==> config.mk <==
export PLATFORM = sky130hd
export DESIGN_NAME = q15_seq_divider
export DESIGN_NICKNAME = d
export VERILOG_FILES = /design/src/rtl/q15_pkg.sv /design/src/rtl/q15_div_step.sv /design/src/rtl/q15_seq_divider.sv
export SDC_FILE = /design/constraint.sdc
export NUM_CORES = 1
export LEC_CHECK = 0
export ABC_AREA = 1
export CORE_MARGIN = 8
export CORE_UTILIZATION = 55
export CTS_BUF_LIST = sky130_fd_sc_hd__clkbuf_8 sky130_fd_sc_hd__clkbuf_16
export CTS_CLUSTER_SIZE = 28
export DETAILED_ROUTE_END_ITERATION = 10
export HOLD_SLACK_MARGIN = 0.08
export PLACE_DENSITY = 0.75
export SETUP_SLACK_MARGIN = 0.4
export SYNTH_ARGS = -nofsm -noshare
export SYNTH_HDL_FRONTEND = slang
export SYNTH_SLANG_ARGS = --single-unit
==> constraint.sdc <==
create_clock -name clk -period 28.1 [get_ports clk]
set_clock_uncertainty 0.15 [all_clocks]
set_input_delay 5.62 -clock clk [delete_from_list [all_inputs] [get_ports clk]]
set_output_delay 5.62 -clock clk [all_outputs]
set_load 0.02 [all_outputs]
==> src/rtl/q15_pkg.sv <==
// Shared Q15 (64-bit, 48 fractional bits) encodings, FSM states and magnitude helpers
// for the sequential divider.
package q15_pkg;

  localparam int Q15_WIDTH = 64;
  localparam int Q15_FRAC  = 48;

  // Reserved words: the most negative word is NaN, the two extremes next to it are +/-Inf.
  localparam logic [Q15_WIDTH-1:0] Q15_NAN     = 64'h8000_0000_0000_0000;
  localparam logic [Q15_WIDTH-1:0] Q15_POS_INF = 64'h7FFF_FFFF_FFFF_FFFF;
  localparam logic [Q15_WIDTH-1:0] Q15_NEG_INF = 64'h8000_0000_0000_0001;

  typedef enum logic [2:0] {IDLE, CLASSIFY, CALC, FINAL, DONE} div_state_t;

  typedef struct packed {
    logic        is_nan;
    logic        is_inf;
    logic        is_zero;
    logic        sign;
    logic [62:0] mag;
  } q15_class_t;

  // |x| for a finite word always fits in 63 bits, so only the low bits are negated.
  function automatic logic [62:0] q15_mag(input logic [63:0] x);
    return x[63] ? (~x[62:0] + 63'd1) : x[62:0];
  endfunction

  function automatic logic [63:0] q15_negate(input logic [63:0] x);
    return ~x + 64'd1;
  endfunction

  function automatic q15_class_t q15_decode(input logic [63:0] x);
    q15_class_t c;
    c.is_nan  = (x == Q15_NAN);
    c.is_inf  = (x == Q15_POS_INF) || (x == Q15_NEG_INF);
    c.is_zero = (x == 64'd0);
    c.sign    = x[63];
    c.mag     = q15_mag(x);
    return c;
  endfunction

endpackage

==> src/rtl/q15_div_step.sv <==
// Combinational restoring-division slice: resolves ITERS quotient bits, MSB first.
module q15_div_step #(
  parameter int ITERS = 1
) (
  input  logic [62:0]      rem_in,
  input  logic [62:0]      divisor,
  input  logic [ITERS-1:0] bits_in,
  output logic [62:0]      rem_out,
  output logic [ITERS-1:0] q_bits
);

  always_comb begin
    logic [63:0] trial;
    logic [62:0] r;
    r      = rem_in;
    trial  = '0;
    q_bits = '0;
    // r < divisor on entry, so the shifted trial fits 64 bits and the result fits 63 again.
    for (int i = ITERS - 1; i >= 0; i--) begin
      trial = {r, bits_in[i]};
      if (trial >= {1'b0, divisor}) begin
        trial     = trial - {1'b0, divisor};
        q_bits[i] = 1'b1;
      end
      r = trial[62:0];
    end
    rem_out = r;
  end

endmodule

==> src/rtl/q15_seq_divider.sv <==
// Iterative Q15 divider a/b: classify specials, then radix-2 restoring division on
// magnitudes, ITERS_PER_CYCLE quotient bits per clock, valid/ready on both sides.
module q15_seq_divider
  import q15_pkg::*;
#(
  parameter int ITERS_PER_CYCLE = 1  // must divide 63
) (
  input  logic        clk,
  input  logic        rst,
  input  logic        in_valid,
  output logic        in_ready,
  input  logic [63:0] a_data,
  input  logic [63:0] b_data,
  output logic        out_valid,
  input  logic        out_ready,
  output logic [63:0] q_data,
  output div_state_t  dbg_state
);

  // Handshake: a transfer happens on a rising edge where valid && ready; in_ready is high
  // only in IDLE, out_valid only in DONE, and q_data is held until out_ready is seen.

  localparam int         N_STEPS   = 63 / ITERS_PER_CYCLE;
  localparam logic [5:0] LAST_STEP = 6'(N_STEPS - 1);

  div_state_t state, state_d;
  logic [63:0] a_reg, b_reg, q_reg;
  logic [62:0] divisor, rem, dbits, qmag, rem_next;
  logic [ITERS_PER_CYCLE-1:0] step_q;
  logic [5:0]  cnt;
  logic        neg_q;

  q15_class_t ca, cb;
  logic        special, overflow, sx;
  logic [63:0] special_val;

  assign ca       = q15_decode(a_reg);
  assign cb       = q15_decode(b_reg);
  assign sx       = ca.sign ^ cb.sign;
  // Quotient fits 63 bits only if |a| < |b| * 2^15.
  assign overflow = {16'b0, ca.mag} >= {1'b0, cb.mag, 15'b0};

  always_comb begin
    special     = 1'b1;
    special_val = '0;
    if (ca.is_nan || cb.is_nan)         special_val = Q15_NAN;
    else if (ca.is_inf && cb.is_inf)    special_val = Q15_NAN;
    else if (ca.is_zero && cb.is_zero)  special_val = Q15_NAN;
    else if (ca.is_inf)                 special_val = sx ? Q15_NEG_INF : Q15_POS_INF;
    else if (cb.is_zero)                special_val = ca.sign ? Q15_NEG_INF : Q15_POS_INF;
    else if (ca.is_zero || cb.is_inf)   special_val = '0;
    else if (overflow)                  special_val = sx ? Q15_NEG_INF : Q15_POS_INF;
    else                                special     = 1'b0;
  end

  always_comb begin
    state_d = state;
    case (state)
      IDLE:     if (in_valid) state_d = CLASSIFY;
      CLASSIFY: state_d = special ? DONE : CALC;
      CALC:     if (cnt == LAST_STEP) state_d = FINAL;
      FINAL:    state_d = DONE;
      DONE:     if (out_ready) state_d = IDLE;
      default:  state_d = IDLE;
    endcase
  end

  always_ff @(posedge clk or posedge rst) begin
    if (rst) state <= IDLE;
    else     state <= state_d;
  end

  q15_div_step #(.ITERS(ITERS_PER_CYCLE)) u_step (
    .rem_in  (rem),
    .divisor (divisor),
    .bits_in (dbits[62 -: ITERS_PER_CYCLE]),
    .rem_out (rem_next),
    .q_bits  (step_q)
  );

  always_ff @(posedge clk or posedge rst) begin
    if (rst) begin
      a_reg   <= '0;
      b_reg   <= '0;
      q_reg   <= '0;
      divisor <= '0;
      rem     <= '0;
      dbits   <= '0;
      qmag    <= '0;
      cnt     <= '0;
      neg_q   <= 1'b0;
    end else begin
      case (state)
        IDLE: if (in_valid) begin
          a_reg <= a_data;
          b_reg <= b_data;
        end
        CLASSIFY: begin
          // Dividend is |a| << 48; its top 49 bits seed the remainder, the low 63 stream in.
          neg_q   <= sx;
          divisor <= cb.mag;
          rem     <= {15'b0, ca.mag[62:15]};
          dbits   <= {ca.mag[14:0], 48'b0};
          qmag    <= '0;
          cnt     <= '0;
          if (special) q_reg <= special_val;
        end
        CALC: begin
          rem   <= rem_next;
          dbits <= dbits << ITERS_PER_CYCLE;
          qmag  <= (qmag << ITERS_PER_CYCLE) | 63'(step_q);
          cnt   <= cnt + 6'd1;
        end
        FINAL: q_reg <= neg_q ? q15_negate({1'b0, qmag}) : {1'b0, qmag};
        default: ;
      endcase
    end
  end

  assign in_ready  = (state == IDLE);
  assign out_valid = (state == DONE);
  assign q_data    = q_reg;
  assign dbg_state = state;

endmodule
==> metrics <==
Worst VDD drop 0.0940 mV; Critical Path AT 8.74 ns; port bufs 200; reg2reg start a_reg[0]; Final #Nets 4533; placed insts 4913; DP HPWL 70900 um; Top FF cell, synth dfrtp_1; hold-critical path depth 2; ys async rst share 1.00; Max Cap Viol 0; Synth Instances 4152; initial antenna violation count 0; core area 51300 um2; Yosys warnings 0; setup bufs post-CTS 0; die area 59500 um2; worst hold endpoint dbits[48]; top area cells in the synthesized netlist dfrtp_1, nand2_1, inv_1; Least-Margin Pin Slew 1.27 ns; Internal 2.21 mW; row count 83; RSZ-0062 raised after global routing false; CP startpoint rst; antenna cells 0; critical path fanouts, max 132; fin crit period 8.33 ns; Die Span X 244 um; sequential share of the synthesized area 0.355; P&R area growth vs syn 14.3%; first-pass GRT wire length 147000 um; Remaining DRCs 0; clock transition at the registers of the reported paths 0.06 ns; Antenna Violating Nets Remaining 0; total grt overflow 0; Clock Tree Buf Depth 3; Vias per Instance 5.65; Hold Vio Cnt, Final 0; TritonRoute pass-1 iters 6; Hold/Removal Path Class flop to flop; Worst-Skew Late Latency 0.60 ns; Vias 28200; Synth Area per Inst 6.88 um2; share of post-route cells with drive strength above 1 0.0419; area leader, netlist dfrtp_1; Yosys cell types 55; total wire length 92700 um; Final GP Congestion 1.01; r2r endpoint q_data[1]; Rel. slew slack 0.155; Worst R2R Setup Slack 21.50 ns; Critical Path End Type async pin; hold buffers post-CTS 0; EDFF count, synth 0; Non-Filler Instances 4997; Die H 244 um; Root Driver clkbuf_16; combinational cell fraction of total power 0.642; leakage power 16.0 nW; Initial Util 0.557; Yosys top cell area share 0.355; reported net switching power 2.54 mW; Fmax 120 MHz; syn nets 4405; WP data required 28.50 ns; worst hold path startpoint dbits[48]; largest net degree at the start of global routing 133; fin crit share 0.297; Power Density 145 nW/um2; Total Routing Usage GR 0.304; cts repair resizes 0; critical path class primary input to async pin; Reg2Reg Depth 32; power share of the clock group 0.136; setup TNS 0 ns; DR iter-0 viols 2835; Sequential Power Share 0.222; Worst Setup Start Kind primary input; synthesized area 28600 um2; status completed; Routed WL per cell 18.6 um; Top Ports 201; Seq cells post-synth 406; H-tree depth reported by CTS 2; switching share of power 0.535; Final setup violation count 0; clock sink count 406; Num CTS Buffers 45; CTS tree yes; Slew Limit Fails 0; dpl cell area 31000 um2; Post-Layout Inst Area 32700 um2; vias in the first global route 26200
[through the flow]
step | power [mW] | setup WS (ns) | hold slack (ns) | util
after floorplan | 3.10 | 11.04 | 0.303 | -
after global placement | 3.98 | 19.03 | 0.316 | 0.605
after detailed placement | 4.02 | 19.01 | 0.324 | 0.605
after CTS | 4.69 | 19.64 | 0.339 | 0.636
after global routing | 5.15 | 19.30 | 0.361 | 0.636
final | 4.75 | 19.77 | 0.337 | 0.636
[placed cells by master (no fill, tap or decap), types with 5 or more instances in the layout]
master           instances
a21boi_0                 5
a21o_1                  14
a21oi_1                271
a22oi_1                 13
a31oi_1                 30
buf_4                   21
bufinv_16                7
clkbuf_16               46
clkbuf_8                 8
clkdlybuf4s50_1        200
clkinv_2                 6
dfrtp_1                406
ha_1                   120
inv_1                  676
inv_2                    9
mux2_2                  32
nand2_1                827
nand3_1                257
nand3b_1                 7
nand4_1                 60
nor2_1                 535
nor2_2                  15
nor3_1                  56
nor4_1                  39
o211ai_1                33
o21ai_0                308
o21ai_1                  9
o21bai_1                18
o221ai_1                19
o22ai_1                 70
o31ai_1                  5
or2_2                    8
xnor2_1                 22
xor2_1                 114
[synth_stat cells, types with 5 or more instances]
library cell	instances
a21boi_0	5
a21o_1	14
a21oi_1	271
a22oi_1	13
a31oi_1	30
buf_1	15
buf_2	25
buf_6	5
clkbuf_1	93
dfrtp_1	406
ha_1	120
inv_1	670
inv_2	7
mux2_2	32
nand2_1	830
nand3_1	258
nand3b_1	7
nand4_1	60
nor2_1	538
nor2_2	13
nor3_1	56
nor4_1	39
o211ai_1	33
o21ai_0	308
o21ai_1	9
o21bai_1	18
o221ai_1	19
o22ai_1	70
o31ai_1	5
or2_2	8
xnor2_1	22
xor2_1	114
[layout make-up]
class                   count  area [um2]
repair buffers            221        2160
clock buffers              54        1260
flip-flops and latches    406       10200
inverters                 679        2560
multi-input cells        2927       15300
clock inverters            30         358
fillers                  4850       18600
well taps                 680         851
[worst max path at each step]
stage / endpoint / slack [ns] / depth (start not counted)
after floorplan: a_reg[0] / 11.04 / 1
after global placement: b_reg[36] / 19.03 / 4
after detailed placement: b_reg[41] / 19.01 / 4
after CTS: b_reg[30] / 19.64 / 4
after global routing: b_reg[30] / 19.30 / 4
final: b_reg[22] / 19.77 / 4
[routing by layer]
layer	up-vias	wire length [um]	track usage
met1	13200	42100	0.446
met2	1116	39600	0.449
met3	146	8250	0.0591
met4	0	2750	0.0962
met5	-	0	0
li1	13800	-	-
[cells by family (layout without fill, tap and decap cells)]
group                    after synthesis  count (layout)  share of synthesized area
AO/OA/AOI/OAI                        814             814                      0.160
adder cells (fa/ha/maj)              121             121                     0.0532
flip-flops                           406             406                      0.355
multiplexers                          33              33                     0.0130
XOR/XNOR                             136             136                     0.0417
AND/OR/NAND/NOR                     1823            1823                      0.267
buffers and inverters                819             984                      0.110
[worst max-delay path: stages]
cell and delay, ns:
clkdlybuf4s50_1 0.49, inv_8 0.58, buf_4 0.81, buf_4 0.96
[power by group through the flow]
stage | Combinational, mW | Sequential [mW] | Clock [mW]
floorplan | 2.04 | 1.05 | 0
global placement | 2.93 | 1.05 | 0
detailed placement | 2.96 | 1.05 | 0
CTS | 2.99 | 1.05 | 0.651
global route | 3.39 | 1.08 | 0.676
finish | 3.05 | 1.06 | 0.645
No activity file was read; power rests on OpenSTA's default activity.
